<file path="config.mk">
export PLATFORM = sky130hd
export DESIGN_NAME = cbus_rr_arbiter
export DESIGN_NICKNAME = d
export VERILOG_FILES = /design/src/rtl/cbus_rr_arbiter.sv
export SDC_FILE = /design/constraint.sdc
export NUM_CORES = 1
export LEC_CHECK = 0
export CORE_AREA = 8 8 129 131
export CTS_CLUSTER_DIAMETER = 150
export CTS_CLUSTER_SIZE = 10
export DETAILED_ROUTE_END_ITERATION = 6
export DIE_AREA = 0 0 137 139
export PLACE_DENSITY = 0.59
export SYNTH_ARGS = -nofsm -noshare
export SYNTH_HDL_FRONTEND = slang
export SYNTH_SLANG_ARGS = --single-unit
export TNS_END_PERCENT = 50
</file>
<file path="constraint.sdc">
create_clock -name clk -period 2.7 [get_ports clk]
set_clock_uncertainty 0.15 [all_clocks]
set_input_delay 0.54 -clock clk [delete_from_list [all_inputs] [get_ports clk]]
set_output_delay 0.54 -clock clk [all_outputs]
set_load 0.05 [all_outputs]
</file>
<file path="src/rtl/cbus_rr_arbiter.sv">
// N-port cache-bus arbiter toward the AXI bridge.
// Grants one master per burst (round-robin or fixed priority), holds the
// grant until the last response beat and flags burst-length violations.

package cbus_pkg;

  typedef logic [7:0] mlen_t;

  // Burst length is encoded as number of beats minus one.
  localparam mlen_t MLEN1  = 8'd0;
  localparam mlen_t MLEN2  = 8'd1;
  localparam mlen_t MLEN4  = 8'd3;
  localparam mlen_t MLEN8  = 8'd7;
  localparam mlen_t MLEN16 = 8'd15;

  typedef struct packed {
    logic        valid;
    logic        is_write;
    logic [2:0]  size;
    logic [31:0] addr;
    mlen_t       len;
    logic [31:0] wdata;
    logic [3:0]  wstrb;
  } cbus_req_t;

  typedef struct packed {
    logic        ready;
    logic        last;
    logic [31:0] rdata;
  } cbus_resp_t;

endpackage

module cbus_rr_arbiter
  import cbus_pkg::*;
#(
  parameter int NUM_PORTS = 2,
  parameter int RR_MODE   = 1,
  parameter int IDX_W     = ($clog2(NUM_PORTS) > 0) ? $clog2(NUM_PORTS) : 1
) (
  input  logic             clk,
  input  logic             reset_n,
  input  cbus_req_t        ireqs  [NUM_PORTS],
  output cbus_resp_t       iresps [NUM_PORTS],
  output cbus_req_t        oreq,
  input  cbus_resp_t       oresp,
  output logic             busy,
  output logic [IDX_W-1:0] grant_idx,
  output logic             err
);

  typedef enum logic {
    S_IDLE = 1'b0,
    S_BUSY = 1'b1
  } state_t;

  state_t           state_q, state_d;
  logic [IDX_W-1:0] sel_q, sel_d;
  logic [IDX_W-1:0] rr_ptr_q, rr_ptr_d;
  mlen_t            beat_cnt_q, beat_cnt_d;
  logic             err_q, err_d;

  logic [IDX_W-1:0] win_idx;
  logic             win_found;
  logic [IDX_W-1:0] next_ptr;
  cbus_req_t        cur_req;

  // The granted master's request; only meaningful while BUSY.
  assign cur_req  = ireqs[sel_q];
  // Pointer for the next round-robin scan: just past the master served.
  assign next_ptr = IDX_W'((int'(sel_q) + 1) % NUM_PORTS);

  // Winner selection: scan from rr_ptr (round-robin) or from 0 (fixed priority).
  always_comb begin
    logic [IDX_W-1:0] cand;
    cand      = '0;
    win_idx   = '0;
    win_found = 1'b0;
    for (int k = 0; k < NUM_PORTS; k++) begin
      if (RR_MODE != 0) begin
        cand = IDX_W'((int'(rr_ptr_q) + k) % NUM_PORTS);
      end else begin
        cand = IDX_W'(k);
      end
      if (!win_found && ireqs[cand].valid) begin
        win_found = 1'b1;
        win_idx   = cand;
      end
    end
  end

  // State and bookkeeping registers; reset aborts any burst immediately.
  always_ff @(posedge clk or negedge reset_n) begin
    if (!reset_n) begin
      state_q    <= S_IDLE;
      sel_q      <= '0;
      rr_ptr_q   <= '0;
      beat_cnt_q <= '0;
      err_q      <= 1'b0;
    end else begin
      state_q    <= state_d;
      sel_q      <= sel_d;
      rr_ptr_q   <= rr_ptr_d;
      beat_cnt_q <= beat_cnt_d;
      err_q      <= err_d;
    end
  end

  // Next-state: grant in IDLE, count beats in BUSY, release on the last beat.
  always_comb begin
    state_d    = state_q;
    sel_d      = sel_q;
    rr_ptr_d   = rr_ptr_q;
    beat_cnt_d = beat_cnt_q;
    err_d      = 1'b0;
    case (state_q)
      S_IDLE: begin
        // Ready beats while idle are ignored entirely.
        if (win_found) begin
          sel_d      = win_idx;
          beat_cnt_d = '0;
          state_d    = S_BUSY;
        end
      end
      S_BUSY: begin
        // The grant is kept even if the master withdraws; that is only flagged.
        if (!cur_req.valid) begin
          err_d = 1'b1;
        end
        if (oresp.ready) begin
          beat_cnt_d = beat_cnt_q + 8'd1;
          if (oresp.last && (beat_cnt_q != cur_req.len)) begin
            err_d = 1'b1;
          end
          if (!oresp.last && (beat_cnt_q == cur_req.len)) begin
            err_d = 1'b1;
          end
          if (oresp.last) begin
            state_d    = S_IDLE;
            beat_cnt_d = '0;
            if (RR_MODE != 0) begin
              rr_ptr_d = next_ptr;
            end
          end
        end
      end
      default: begin
        state_d = S_IDLE;
      end
    endcase
  end

  // Output routing: only the granted master sees the bridge, and only while BUSY.
  always_comb begin
    oreq = '0;
    for (int j = 0; j < NUM_PORTS; j++) begin
      iresps[j] = '0;
    end
    if (state_q == S_BUSY) begin
      oreq          = cur_req;
      iresps[sel_q] = oresp;
    end
  end

  assign busy      = (state_q == S_BUSY);
  assign grant_idx = sel_q;
  assign err       = err_q;

endmodule
</file>
==> impl_metrics.toml <==
[logic_synthesis]
synth_fp_nets = 529
yosysSeqAreaShare_pct = 12.9
synth_edf_count = 0
synth.distinct_cells = 26
ys_ff_latch = 12
synth_cells = 330
yosysWarnings = 0
syn_avg_cell_area_um2 = 7.06
syn_area_mm2 = 0.00233
synthArstFlopShare_pct = 100
ys.flop_type = "dfrtp_1"

[routing]
ant_nets = 0
drt_iter0_drc = 117
via_per_inst = 4.30
vias = 3650
drc = 0
wl_met2_um = 8710
detail_route.wl_per_cell_um = 18.7
highest_layer = "met4"
met1_length_um = 5300
met3_length_um = 1560
drtPass1Iterations = 4
routed_wl_um = 15800

[flow_run]
maxCapViolCount = 0

[timing]
fmax_mhz = 405
relSlewSlack_pct = 62.5
worst_slew_pin_slew_ns = 0.559
hold_viol = 0
finalSetupViolCount = 0
period_minus_slack_ns = 2.47
drv_slew = 0
fin_tns_setup_ns = 0
fin_crit_sh_pct = 91.4
rsz0062_at_grt = "false"

[clock_tree]
clockBufferDepth = 2
cts_setup_buffers = 0
cts_tree = "built"
cts_hold_buf = 0
cts.sinks = 12
cts_resized = 0
clkLatencyLatePin_ns = 0.24
h-tree-depth = 1
cts_root_buffer = "clkbuf_16"
cts_buffers = 3
clk_pin_slew_ns = 0.05

[global_routing]
grtUsageTotal_pct = 15.6
grt_pass1_vias = 3902
antenna_found_initial = 0
grt_pass1_wl_um = 23100
grt_max_degree = 79
overflow = 0

[hold_path]
hold_class = "reg -> reg"
min_from = "rr_ptr_q"

[place]
dp_hpwl_um = 13800
dp.cells = 844
port-buffer-count = 349
placed_cell_area_mm2 = 0.00751
gp_congestion = 0.841

[layout]
drive_gt1_share_pct = 25.9
seqCellArea_um2 = 304
nNetsFinal = 860
nFillCells = 1348
final_area_mm2 = 0.00760
layout.cells.non_filler = 848
diodes = 0
syn_to_final_growth_pct = 226
multi_input_area_mm2 = 0.00190

[setup_path]
path_max_fanout = 37
cp-start-kind = "register"
crit_required_ns = 2.01
r2r_start = "grant_idx"
critical_path_class = "reg -> out"
end_kind = "output port"
arrival_ns = 1.78
startpoint = "grant_idx"

[floorplanning]
io_pins = 350
die_w_um = 137
core-area_mm2 = 0.0148
dieArea_mm2 = 0.0190
start_util_pct = 15.8
die_h_um = 139
rows = 45

[pwr]
power.density_mw_per_mm2 = 636
leakage_nw = 3.41
peakVddDrop_v = 0.000288

[status]
status = "completed"
kinds of logic after synthesis:
| family | synth area share, % |
|---|---|
| simple gates | 37.6 |
| xor+xnor | 4.13 |
| fa+ha+maj | 0.537 |
| compound gates | 3.76 |
| buf+inv | 5.96 |
| flops | 12.9 |
| mux | 35.1 |
Yosys cell counts, drive strengths merged (2+ instances only):
cell type	count	area, µm²
nor4	2	25.0
nor2	86	323
o21ai	12	60.1
xor2	2	17.5
mux2i	81	818
xnor2	9	78.8
buf	13	71.3
and2	35	219
nand3	5	25.0
and3	37	231
nand2	11	41.3
clkbuf	17	63.8
dfrtp	12	300
report_power, final:
| part | switching, mW | internal, mW | total [mW] |
|---|---|---|---|
| sequential | 0.0390 | 0.199 | 0.238 |
| clock | 0.0808 | 0.224 | 0.305 |
| combinational | 2.27 | 2.01 | 4.29 |
cell usage in the layout (no fill, tap or decap), drive strengths merged, types with 5 or more instances in the layout:
cell           instances
clkdlybuf4s50        198
buf                  158
nor2                  86
mux2i                 81
and3                  37
and2                  35
o21ai                 12
dfrtp                 12
nand2                 11
xnor2                  9
nand3                  5
sequential cells by signal (all words and copies together) (netlist names):
register / count
beat_cnt_q: 8
busy: 1
err: 1
grant_idx: 1
rr_ptr_q: 1
critical path, cell delays in order, from the launching register on:
cell	delay (ns)
dfrtp_4	0.57
buf_12	0.30
mux2i_1	0.35
nor2_1	0.12
buf_12	0.17
final timing paths:
check | to | slack [ns] | depth (start not counted)
min | rr_ptr_q | 0.38 | 2
max in group asynchronous | grant_idx | 1.47 | 1
min in group asynchronous | beat_cnt_q[2] | 0.51 | 1
max reg2reg | err | 0.46 | 6
min reg2reg | rr_ptr_q | 0.38 | 2
max | oreq[43] | 0.23 | 4
cell type report:
cell class              instances  share of cell area, %
clock buffers                   4                   1.17
inverters                       1                 0.0494
multi-input cells             287                   25.0
flip-flops and latches         12                   4.00
well taps                     188                   3.10
repair buffers                356                   66.7
metal layers:
metal,vias to the layer above,GRT usage (%)
li1,1778,-
met1,1681,14.9
met2,177,30.2
met3,14,5.80
met4,0,4.06
met5,-,0
through the flow:
step	setup WS, ns	util [%]	power [mW]	hold slack, ns
after detailed placement	0.435	50.9	4.57	0.369
after global routing	0.138	51.5	4.99	0.427
after CTS	0.195	51.5	4.89	0.379
final	0.233	51.5	4.83	0.383
after floorplan	-0.0340	-	2.35	0.0944
after global placement	0.428	50.9	4.54	0.368
(Power assumes the default switching activity.)
==> RTL edit (config.mk and constraints unchanged) <==
Reset style: synchronous (`reset_n`), changed in one clocked block.
--- a/src/rtl/cbus_rr_arbiter.sv
+++ b/src/rtl/cbus_rr_arbiter.sv
@@ -91,5 +91,5 @@
 
   // State and bookkeeping registers; reset aborts any burst immediately.
-  always_ff @(posedge clk or negedge reset_n) begin
+  always_ff @(posedge clk) begin
     if (!reset_n) begin
       state_q    <= S_IDLE;
Behaviour: differs if reset_n is asserted again (counterexample within 4 cycles, from zero or initial values and one cycle with reset_n low); with reset_n held inactive, the same outputs for 4 cycles.
==> RTL edit against the unedited design <==
Synthesized area is 1.9% higher; sequential cell count stayed put; worst hold slack worse by 40 ps; wire length is 9.7% higher; final area is 1.1% higher; non-clock buffer count is 2 lower; setup slack better by 180 ps; die area stayed put; critical endpoint is now oreq[37]; largest cell class unchanged; highest routed layer unchanged.
Power is not compared: it rests on default switching activity, and its combinational part moved more than twofold at a synthesized area within 25%.
==> RTL edit: results (changes against the unedited design) <==
Global routing
  • Grt met1 use: 17.8% (+2.9 points)
  • First-pass GRT wire length: 25.1 mm (+8.3%)
  • Met3 GRT Util: 3.70% (-2.1 points)
  • Vias in the first global route: 3796 (-2.7%)
  • Largest net degree at the start of global routing: 84 (+6.3%)
  • Met2 Track Usage GR: 33.6% (+3.4 points)
  • GRT Util Overall: 16.8% (+1.2 points)

Final layout
  • Area growth syn-to-layout: 223%
  • Fillers: 1321 (-2.0%)
  • # diodes: 0 (unchanged)
  • Final nets: 870 (+1.2%)
  • Top reg by flops: beat_cnt_q
  • Share of cells above drive strength 1: 27.9% (+2.0 points)

Critical path
  • CP max FO: 54 (+46%)
  • CP max-delay cell: dfxtp_4
  • Slowest stage delay, CP: 370 ps (-200 ps)

Synth
  • Seq/Total Area, Yosys: 10.1% (-2.8 points)
  • Mapped Cells: 344 (+4.2%)
  • Ys Warns: 0 (unchanged)
  • Adder-cell share of the synthesized area: 0.527% (-0.010 points)
  • Post-Synth XOR/XNOR Area: 2.95% (-1.2 points)
  • Mux contribution to synthesized area: 34.4% (-0.67 points)
  • Top post-synthesis cells by count: nor2_1 (88), mux2i_1 (79), and2_1 (36), and3_1 (36), clkbuf_1 (15)
  • Synth Net Count: 543 (+2.6%)
  • Synth Area in Compound Gates: 6.16% (+2.4 points)
  • Post-synth top area share: 33.3% (-0.64 points)
  • Asr flop ratio synth: 0% (-100 points)
  • Post-synth top flop: dfxtp_1
  • Netlist cell types: 34 (+31%)
  • Area contributors post-synth: mux2i_1 (33%), nor2_1 (14%), dfxtp_1 (10%)

Placement
  • Pre-CTS WS: 391 ps (-44.7 ps)
  • Placed Area: 0.00760 mm² (+1.2%)
  • Port Buffers: 349 (unchanged)
  • DP HPWL: 15.0 mm (+8.6%)
  • GPL Wtd Cong: 0.849 (+0.92%)
  • Placed Cells: 854 (+1.2%)

Routing
  • WL met3: 1.38 mm (-12%)
  • DRC violation total after the first TritonRoute iteration: 141 (+21%)
  • TritonRoute pass-1 iters: 4 (unchanged)
  • Via count: 3735 (+2.3%)
  • Wl on met1: 6.21 mm (+17%)
  • Met2 wire len: 9.71 mm (+12%)
  • WL final: 17.4 mm (+9.7%)
  • Routed length per instance: 20.3 µm (+8.4%)
  • Highest metal used: met4

Run status
  • Status: completed

CTS
  • H-tree depth: 1 (unchanged)
  • Reg clk slew, reported paths: 40 ps
  • CTS buffer count: 3 (unchanged)
  • CTS Buffer Depth: 2 (unchanged)
  • Cts repair resizes: 0 (unchanged)

Timing
  • Worst-Margin Slew: 511 ps (-48.0 ps)
  • Tcrit/Tclk final: 84.5% (-6.8 points)

Worst hold path
  • Hold Path Class: reg2reg

Power
  • Maximum VDD drop: 0.000356 V
==> RTL edit: where the power goes <==
group          total [mW]  leakage (nW)  switching [mW]  internal [mW]
Clock               0.275        0.0382          0.0762          0.199
Sequential          0.186        0.0982         0.00409          0.182
Combinational        1.72          2.90           0.855          0.863
Total                2.18          3.04           0.936           1.24
==> RTL edit: final timing paths <==
path / startpoint / to / slack [ps] / depth (start not counted)
setup reg to reg: grant_idx / err / 670 / 6
hold reg to reg: rr_ptr_q / rr_ptr_q / 340 / 2
setup / recovery: grant_idx / oreq[37] / 420 / 4
hold / removal: rr_ptr_q / rr_ptr_q / 340 / 2
==> RTL edit: worst max-delay path: cells and delay by family, from the launching register on <==
kind,cells,cell delay (ps)
mux,1,360
flops,1,370
simple gates,1,120
buf+inv,2,480
==> RTL edit: final cells by class <==
cell class                      count  share of cell area (%)
Inverter                            3                   0.147
Sequential cell                    12                    3.18
Tap cell                          188                    3.06
Clock buffer                        4                    1.03
Timing Repair Buffer              354                    66.1
Multi-Input combinational cell    297                    26.4
